===== src/rtl/serial_add_pkg.sv =====
// Shared types and constants for the bit-serial add/subtract engine.
package serial_add_pkg;

   typedef enum logic [1:0] {
      IDLE = 2'd0,
      ADD  = 2'd1,
      DONE = 2'd2
   } state_t;

   localparam logic OP_ADD = 1'b0;
   localparam logic OP_SUB = 1'b1;

endpackage


===== src/rtl/adder_1bit.sv =====
// Single-bit full-adder cell used as the datapath of the serial engine.
module adder_1bit (
   input  logic a,
   input  logic b,
   input  logic carry_in,
   output logic sum,
   output logic carry_out
);

   assign sum       = a ^ b ^ carry_in;
   assign carry_out = (a & b) | (a & carry_in) | (b & carry_in);

endmodule


===== src/rtl/serial_add_ctrl.sv =====
// Bit-serial add/subtract engine: one full-adder cell, LSB first, registered carry loop.
module serial_add_ctrl
   import serial_add_pkg::*;
#(
   parameter int NUM_BITS = 8
) (
   input  logic                clk,
   input  logic                n_rst,
   input  logic                start,
   input  logic                op_sub,
   input  logic [NUM_BITS-1:0] a,
   input  logic [NUM_BITS-1:0] b,
   output logic                busy,
   output logic                done,
   output logic [NUM_BITS-1:0] sum,
   output logic                carry_out,
   output logic                overflow
);

   localparam int CNT_W = $clog2(NUM_BITS);
   localparam logic [CNT_W-1:0] LAST_CNT = CNT_W'(NUM_BITS - 1);

   state_t state, state_next;

   logic [NUM_BITS-1:0] op_a_sr;
   logic [NUM_BITS-1:0] op_b_sr;
   // Holds only the upper NUM_BITS-1 partial result bits; the last cell bit joins at completion.
   logic [NUM_BITS-2:0] acc_sr;
   logic [NUM_BITS-1:0] acc_next;
   logic [CNT_W-1:0]    bit_cnt;
   logic                carry_reg;
   logic                cell_sum;
   logic                cell_cout;
   logic                load;
   logic                last_bit;

   adder_1bit u_cell (
      .a         (op_a_sr[0]),
      .b         (op_b_sr[0]),
      .carry_in  (carry_reg),
      .sum       (cell_sum),
      .carry_out (cell_cout)
   );

   assign load     = start && (state == IDLE || state == DONE);
   assign last_bit = (state == ADD) && (bit_cnt == LAST_CNT);
   assign acc_next = {cell_sum, acc_sr};

   // NOTE: sequential state uses non-blocking assignments so every flop samples pre-edge values.
   always_ff @(posedge clk or negedge n_rst) begin
      if (!n_rst) state <= IDLE;
      else        state <= state_next;
   end

   // NOTE: defaults come first so no path through this block can leave a latch behind.
   always_comb begin
      state_next = state;
      case (state)
         IDLE:    if (start) state_next = ADD;
         ADD:     if (bit_cnt == LAST_CNT) state_next = DONE;
         DONE:    state_next = start ? ADD : IDLE;
         default: state_next = IDLE;
      endcase
   end

   always_ff @(posedge clk or negedge n_rst) begin
      if (!n_rst) begin
         busy      <= 1'b0;
         done      <= 1'b0;
         sum       <= '0;
         carry_out <= 1'b0;
         overflow  <= 1'b0;
         op_a_sr   <= '0;
         op_b_sr   <= '0;
         acc_sr    <= '0;
         bit_cnt   <= '0;
         carry_reg <= 1'b0;
      end else begin
         busy <= (state_next == ADD);
         done <= (state_next == DONE);
         if (load) begin
            op_a_sr   <= a;
            op_b_sr   <= (op_sub == OP_SUB) ? ~b : b;
            carry_reg <= op_sub;
            bit_cnt   <= '0;
            acc_sr    <= '0;
         end else if (state == ADD) begin
            op_a_sr   <= op_a_sr >> 1;
            op_b_sr   <= op_b_sr >> 1;
            carry_reg <= cell_cout;
            acc_sr    <= acc_next[NUM_BITS-1:1];
            bit_cnt   <= bit_cnt + 1'b1;
            // carry_reg still holds the carry into the MSB on the final bit.
            if (last_bit) begin
               sum       <= acc_next;
               carry_out <= cell_cout;
               overflow  <= carry_reg ^ cell_cout;
            end
         end
      end
   end

endmodule


===== config.mk =====
export PLATFORM = sky130hd
export DESIGN_NAME = serial_add_ctrl
export DESIGN_NICKNAME = d
export VERILOG_FILES = /design/src/rtl/serial_add_pkg.sv /design/src/rtl/adder_1bit.sv /design/src/rtl/serial_add_ctrl.sv
export SDC_FILE = /design/constraint.sdc
export NUM_CORES = 1
export LEC_CHECK = 0
export ABC_CLOCK_PERIOD_IN_PS = 2600
export CAP_MARGIN = 20
export CORE_ASPECT_RATIO = 0.5
export CORE_MARGIN = 2
export CORE_UTILIZATION = 37
export CTS_BUF_LIST = sky130_fd_sc_hd__clkbuf_4 sky130_fd_sc_hd__clkbuf_8
export CTS_CLUSTER_DIAMETER = 60
export DETAILED_ROUTE_END_ITERATION = 6
export SYNTH_ARGS = -nofsm -noshare
export SYNTH_HDL_FRONTEND = slang
export SYNTH_HIERARCHICAL = 1
export SYNTH_SLANG_ARGS = --single-unit

===== constraint.sdc =====
create_clock -name clk -period 2.6 [get_ports clk]
set_input_delay 0.26 -clock clk [delete_from_list [all_inputs] [get_ports clk]]
set_output_delay 0.26 -clock clk [all_outputs]
set_load 0.1 [all_outputs]

Word-level counts from Yosys, hierarchy flattened
Index checks and enable logic that the tools add are counted.
{"block": "totals", "register_bits": 41, "output_inout_bits": 12, "elab_cells": 48}
{"block": "classes", "add_sub_neg": 1, "n_eq_ne": 5, "n_mux": 15, "bitwise": 10, "reduce_logical": 6}
{"operator": "8-bit 2-to-1 mux", "n": 5}
{"operator": "7-bit 2-to-1 mux", "n": 2}
{"operator": "8-bit inverter", "n": 1}
{"operator": "3-bit 2-to-1 mux", "n": 2}
{"operator": "2-bit one-hot mux with 3 select lines", "n": 1}
{"operator": "2-bit by 1-bit == test with 1-bit output (second input constant)", "n": 2}
{"operator": "2-bit == test (second input constant)", "n": 2}
{"operator": "2-bit 2-to-1 mux", "n": 2}
{"operator": "3-bit by 1-bit adder with 3-bit output (second input constant)", "n": 1}
{"operator": "1-bit bitwise AND", "n": 3}
{"operator": "3-bit == test (second input constant)", "n": 1}
{"operator": "1-bit 2-to-1 mux", "n": 3}
{"operator": "3-bit AND reduction", "n": 1}
{"operator": "1-bit bitwise XOR", "n": 3}
{"operator": "1-bit logical AND", "n": 2}
{"operator": "2-bit logical NOT", "n": 1}
{"operator": "1-bit OR", "n": 2}
{"operator": "2-bit nonzero test", "n": 1}
{"operator": "1-bit logical OR", "n": 1}
{"operator": "1-bit inverter", "n": 1}

Longest topological paths before layout
{"block": "logic_depth", "word_depth": 5, "ltp_mapped": 6, "mapped_depth_nobuf": 5}

By module
Netlist, hierarchy kept.
{"module": "serial_add_ctrl", "n_inst": 1, "cells_each": 155, "area_per_inst_um2": 1741.7, "seq_area_each_um2": 1026.0}
{"module": "adder_1bit", "n_inst": 1, "cells_each": 1, "area_per_inst_um2": 20.0, "seq_area_each_um2": 0.0}

Least setup slack after synthesis
Ideal clock, no wire load.
{"block": "synth_timing", "path_kind": "register to register", "start": "register bit_cnt[0]", "end": "register sum[1]", "setup_ps": 126, "arrival_time_ps": 1404, "t_required_ps": 2474, "slack_ps": 1070, "stages_incl_launch_ff": 6, "n_path_buf": 1, "synth_period_minus_slack_ps": 1530, "path_cell_list": "dfrtp_1 -> ha_1 -> ha_1 -> nand3b_1 -> buf_4 -> mux2_2"}
{"block": "synth_between", "elab_chain_cells": 3}
{"element": "start: declaration", "line_no": "serial_add_ctrl.sv:30", "text": "logic [CNT_W-1:0] bit_cnt;"}
{"element": "start signal: assignment", "line_no": "serial_add_ctrl.sv:92", "text": "bit_cnt <= bit_cnt + 1'b1;"}
{"element": "3-bit == test", "line_no": "serial_add_ctrl.sv:46", "text": "assign last_bit = (state == ADD) && (bit_cnt == LAST_CNT);"}
{"element": "1-bit logical AND", "line_no": "serial_add_ctrl.sv:46"}
{"element": "3-bit AND reduction (no source line)"}
{"element": "end signal: assignment", "line_no": "serial_add_ctrl.sv:95", "text": "sum <= acc_next;"}
{"element": "end: declaration", "line_no": "serial_add_ctrl.sv:15", "text": "output logic [NUM_BITS-1:0] sum,"}
Every way passes these cells.
A chain may end at the register's enable or synchronous reset.

Worst setup path after layout
{"block": "layout_timing", "start": "register bit_cnt[0]", "end": "register carry_out"}
{"block": "layout_between", "elab_chain_cells": 3}
{"element": "3-bit == test", "line_no": "serial_add_ctrl.sv:46"}
{"element": "1-bit logical AND", "line_no": "serial_add_ctrl.sv:46"}
{"element": "3-bit AND reduction (no source line)"}
{"element": "end signal: assignment", "line_no": "serial_add_ctrl.sv:96", "text": "carry_out <= cell_cout;"}
{"element": "end: declaration", "line_no": "serial_add_ctrl.sv:16", "text": "output logic carry_out,"}
Every way passes these cells.

==> impl_metrics.json <==
{
  "synth-compound-area-share_pct": 12.07,
  "postSynthAreaPerCell_um2": 11.29,
  "synthCells": 156,
  "totalNegativeSetupSlack_ns": 0,
  "coreArea_um2": 4488,
  "reg2reg_depth": 4,
  "clock_path_buffers": 2,
  "synth_edf_count": 0,
  "slew-limit-headroom_pct": 39.93,
  "initial_utilization_pct": 39.25,
  "grt_first_pass_wirelength_mm": 5.333,
  "hp-class": "in2async",
  "reg_top3": "op_a_sr (8), op_b_sr (8), sum (8)",
  "dr_wl_met2_mm": 1.313,
  "async_flop_share_pct": 100.0,
  "cts.htree.levels": 2,
  "rsz0062_at_grt": "false",
  "p_leak_uw": 0.0009967,
  "nFillCells": 425,
  "critPathKind": "reg2reg",
  "synth_ff_type": "dfrtp_1",
  "ant_nets": 0,
  "cts_setup_buffers": 0,
  "multi_input_area_um2": 650.6,
  "max_slew.worst_pin.slew_ns": 0.9010,
  "drive_gt1_share_pct": 17.30,
  "cts_num_sinks": 41,
  "worstSetupEndpointType": "flop",
  "synth-xor-area-share_pct": 4.474,
  "status": "finished, final reports clean",
  "nets": 208,
  "max_freq_mhz": 561.6,
  "worstPathArrival_ns": 1.96,
  "antenna_found_initial": 0,
  "synthSimpleGateAreaFrac_pct": 12.07,
  "cts_tree": "built",
  "cts_made_buffers": 5,
  "pin_count": 32,
  "seq_area_um2": 1026,
  "power.density_nw_per_um2": 1457,
  "placed_cell_area_um2": 2057,
  "crit_path_start_kind": "flop",
  "die_y_um": 52.79,
  "path_clk_slew_ns": 0.08,
  "netlist_area_um2": 1762,
  "r2r-start": "bit_cnt[0]",
  "io_buffers": 31,
  "die_x_um": 101.6,
  "crit_fanout": 13,
  "rows": 17,
  "required_ns": 2.78,
  "syn2layout_area_growth_pct": 22.66,
  "synthMuxAreaShare_pct": 5.753,
  "place.gp.congestion": 0.7310,
  "fin_area_um2": 2161,
  "ir_worst_vdd_mv": 0.4521,
  "grt_max_degree": 42,
  "num_vias": 1210,
  "grt_pass1_vias": 1140,
  "utilization_pct": 48.15,
  "synth_cell_types": 23,
  "clkLatencyLatePin_ns": 0.29,
  "dr_wl_met3_um": 144,
  "synth_seq_cells": 41,
  "synth_top_family_by_area": "compound AO/OA/AOI/OAI gates",
  "highest_layer": "met4",
  "grt_usage_pct": 13.24,
  "ys_warn_count": 6,
  "drc_errors": 0,
  "wl_per_cell_um": 12.61,
  "period_minus_slack_ns": 1.781,
  "dp_hpwl_mm": 2.023,
  "timing.rr.end": "carry_out",
  "r2r_setup_slack_ns": 0.82,
  "synth_adder_area_share_pct": 2.557,
  "viasPerCell": 4.821,
  "synthesis.nets": 179,
  "initialDrtViolationCount": 61,
  "cts_hold_buf": 0,
  "hold_viol": 0,
  "slew_violations": 0,
  "cts.root.buffer_cell": "clkbuf_8",
  "timing.max_cap.violations": 0,
  "cts_resized": 0,
  "die-area_um2": 5363,
  "finClkSkew_ns": 0.006641,
  "fin_crit_sh_pct": 68.49,
  "drt-pass1-iter-count": 4,
  "grt_overflow": 0,
  "n_antenna_cell": 0,
  "drt-met1-wl_mm": 1.659,
  "wl_mm": 3.166,
  "power_uw": 3148,
  "finalSetupViolations": 0,
  "ys_seq_area_share_pct": 58.24
}
worst max path at each step:
| stage | start | to | slack, ns |
|---|---|---|---|
| global route | bit_cnt[0] | sum[6] | 0.70 |
| global placement | bit_cnt[0] | sum[5] | 0.84 |
| detailed placement | bit_cnt[0] | carry_out | 0.80 |
| CTS | bit_cnt[0] | carry_out | 0.79 |
| finish | bit_cnt[0] | carry_out | 0.82 |
| floorplan | bit_cnt[0] | sum[1] | 1.07 |
cell type report:
type | count | area share [%]
well taps | 66 | 3.822
clock buffers | 5 | 3.185
multi-input cells | 102 | 30.11
flip-flops and latches | 41 | 47.48
inverters | 2 | 0.3474
clock inverters | 2 | 1.621
repair buffers | 33 | 13.43
cells in the mapped netlist, types with 3 or more instances:
| cell type | instances | area [um2] |
|---|---|---|
| dfrtp_1 | 41 | 1026 |
| nand2_1 | 29 | 108.9 |
| a31oi_1 | 13 | 81.33 |
| nor2_1 | 13 | 48.80 |
| a22o_1 | 11 | 96.34 |
| mux2_2 | 9 | 101.4 |
| xor2_1 | 8 | 70.07 |
| buf_2 | 5 | 25.02 |
| o21ai_0 | 4 | 20.02 |
| buf_6 | 3 | 33.78 |
| nand3_1 | 3 | 15.01 |
routing by layer:
metal | track usage [%] | vias up
met4 | 5.405 | 0
met3 | 3.867 | 4
met2 | 19.74 | 23
met1 | 18.11 | 595
li1 | - | 588
met5 | 0 | -
power breakdown:
| group | internal (uW) | leakage [uW] | switching [uW] |
|---|---|---|---|
| Sequential | 936 | 0.000507 | 169 |
| Clock | 279 | 0.0000540 | 214 |
| Combinational | 486 | 0.000436 | 1060 |
| Total | 1700 | 0.000997 | 1450 |
metrics by stage:
stage          instances  setup slack (ns)  hold slack (ns)
2_1_floorplan        156             1.070         -0.03559
3_3_place_gp         244            0.8426           0.4408
3_5_place_dp         244            0.7997           0.4447
4_1_cts              251            0.7948           0.1306
5_1_grt              251            0.6999           0.1657
6_report             251            0.8194          0.09849
worst max-delay path: stages (launching register included):
cell	delay [ns]
dfrtp_1	0.40
ha_1	0.20
ha_1	0.20
nand3b_1	0.46
mux2_2	0.40
kinds of logic (layout without fill, tap and decap cells):
family                     after synthesis  after routing
AOI/OAI and AO/OA                       30             30
muxes                                    9              9
buffers and inverters                   13             42
DFF                                     41             41
xor gates and xnor gates                 9              9
adders and majority gates                3              3
and+or+nand+nor                         51             51
cells in the final DEF, fill, tap and decap left out:
cell type,n
nand2b_1,2
a31oi_1,13
xor2_1,8
inv_1,2
xnor2_1,1
dfrtp_1,41
fa_1,1
nor2_2,1
a22oi_1,2
nand2_1,29
o21ai_0,4
ha_1,2
buf_4,14
nor2_1,13
clkinv_2,1
clkbuf_8,5
bufinv_16,1
a22o_1,11
mux2_2,9
nor2b_1,1
nand3b_1,1
nand3_1,3
buf_2,1
clkdlybuf4s50_1,18
and2b_1,1
(Power assumes the default switching activity.)
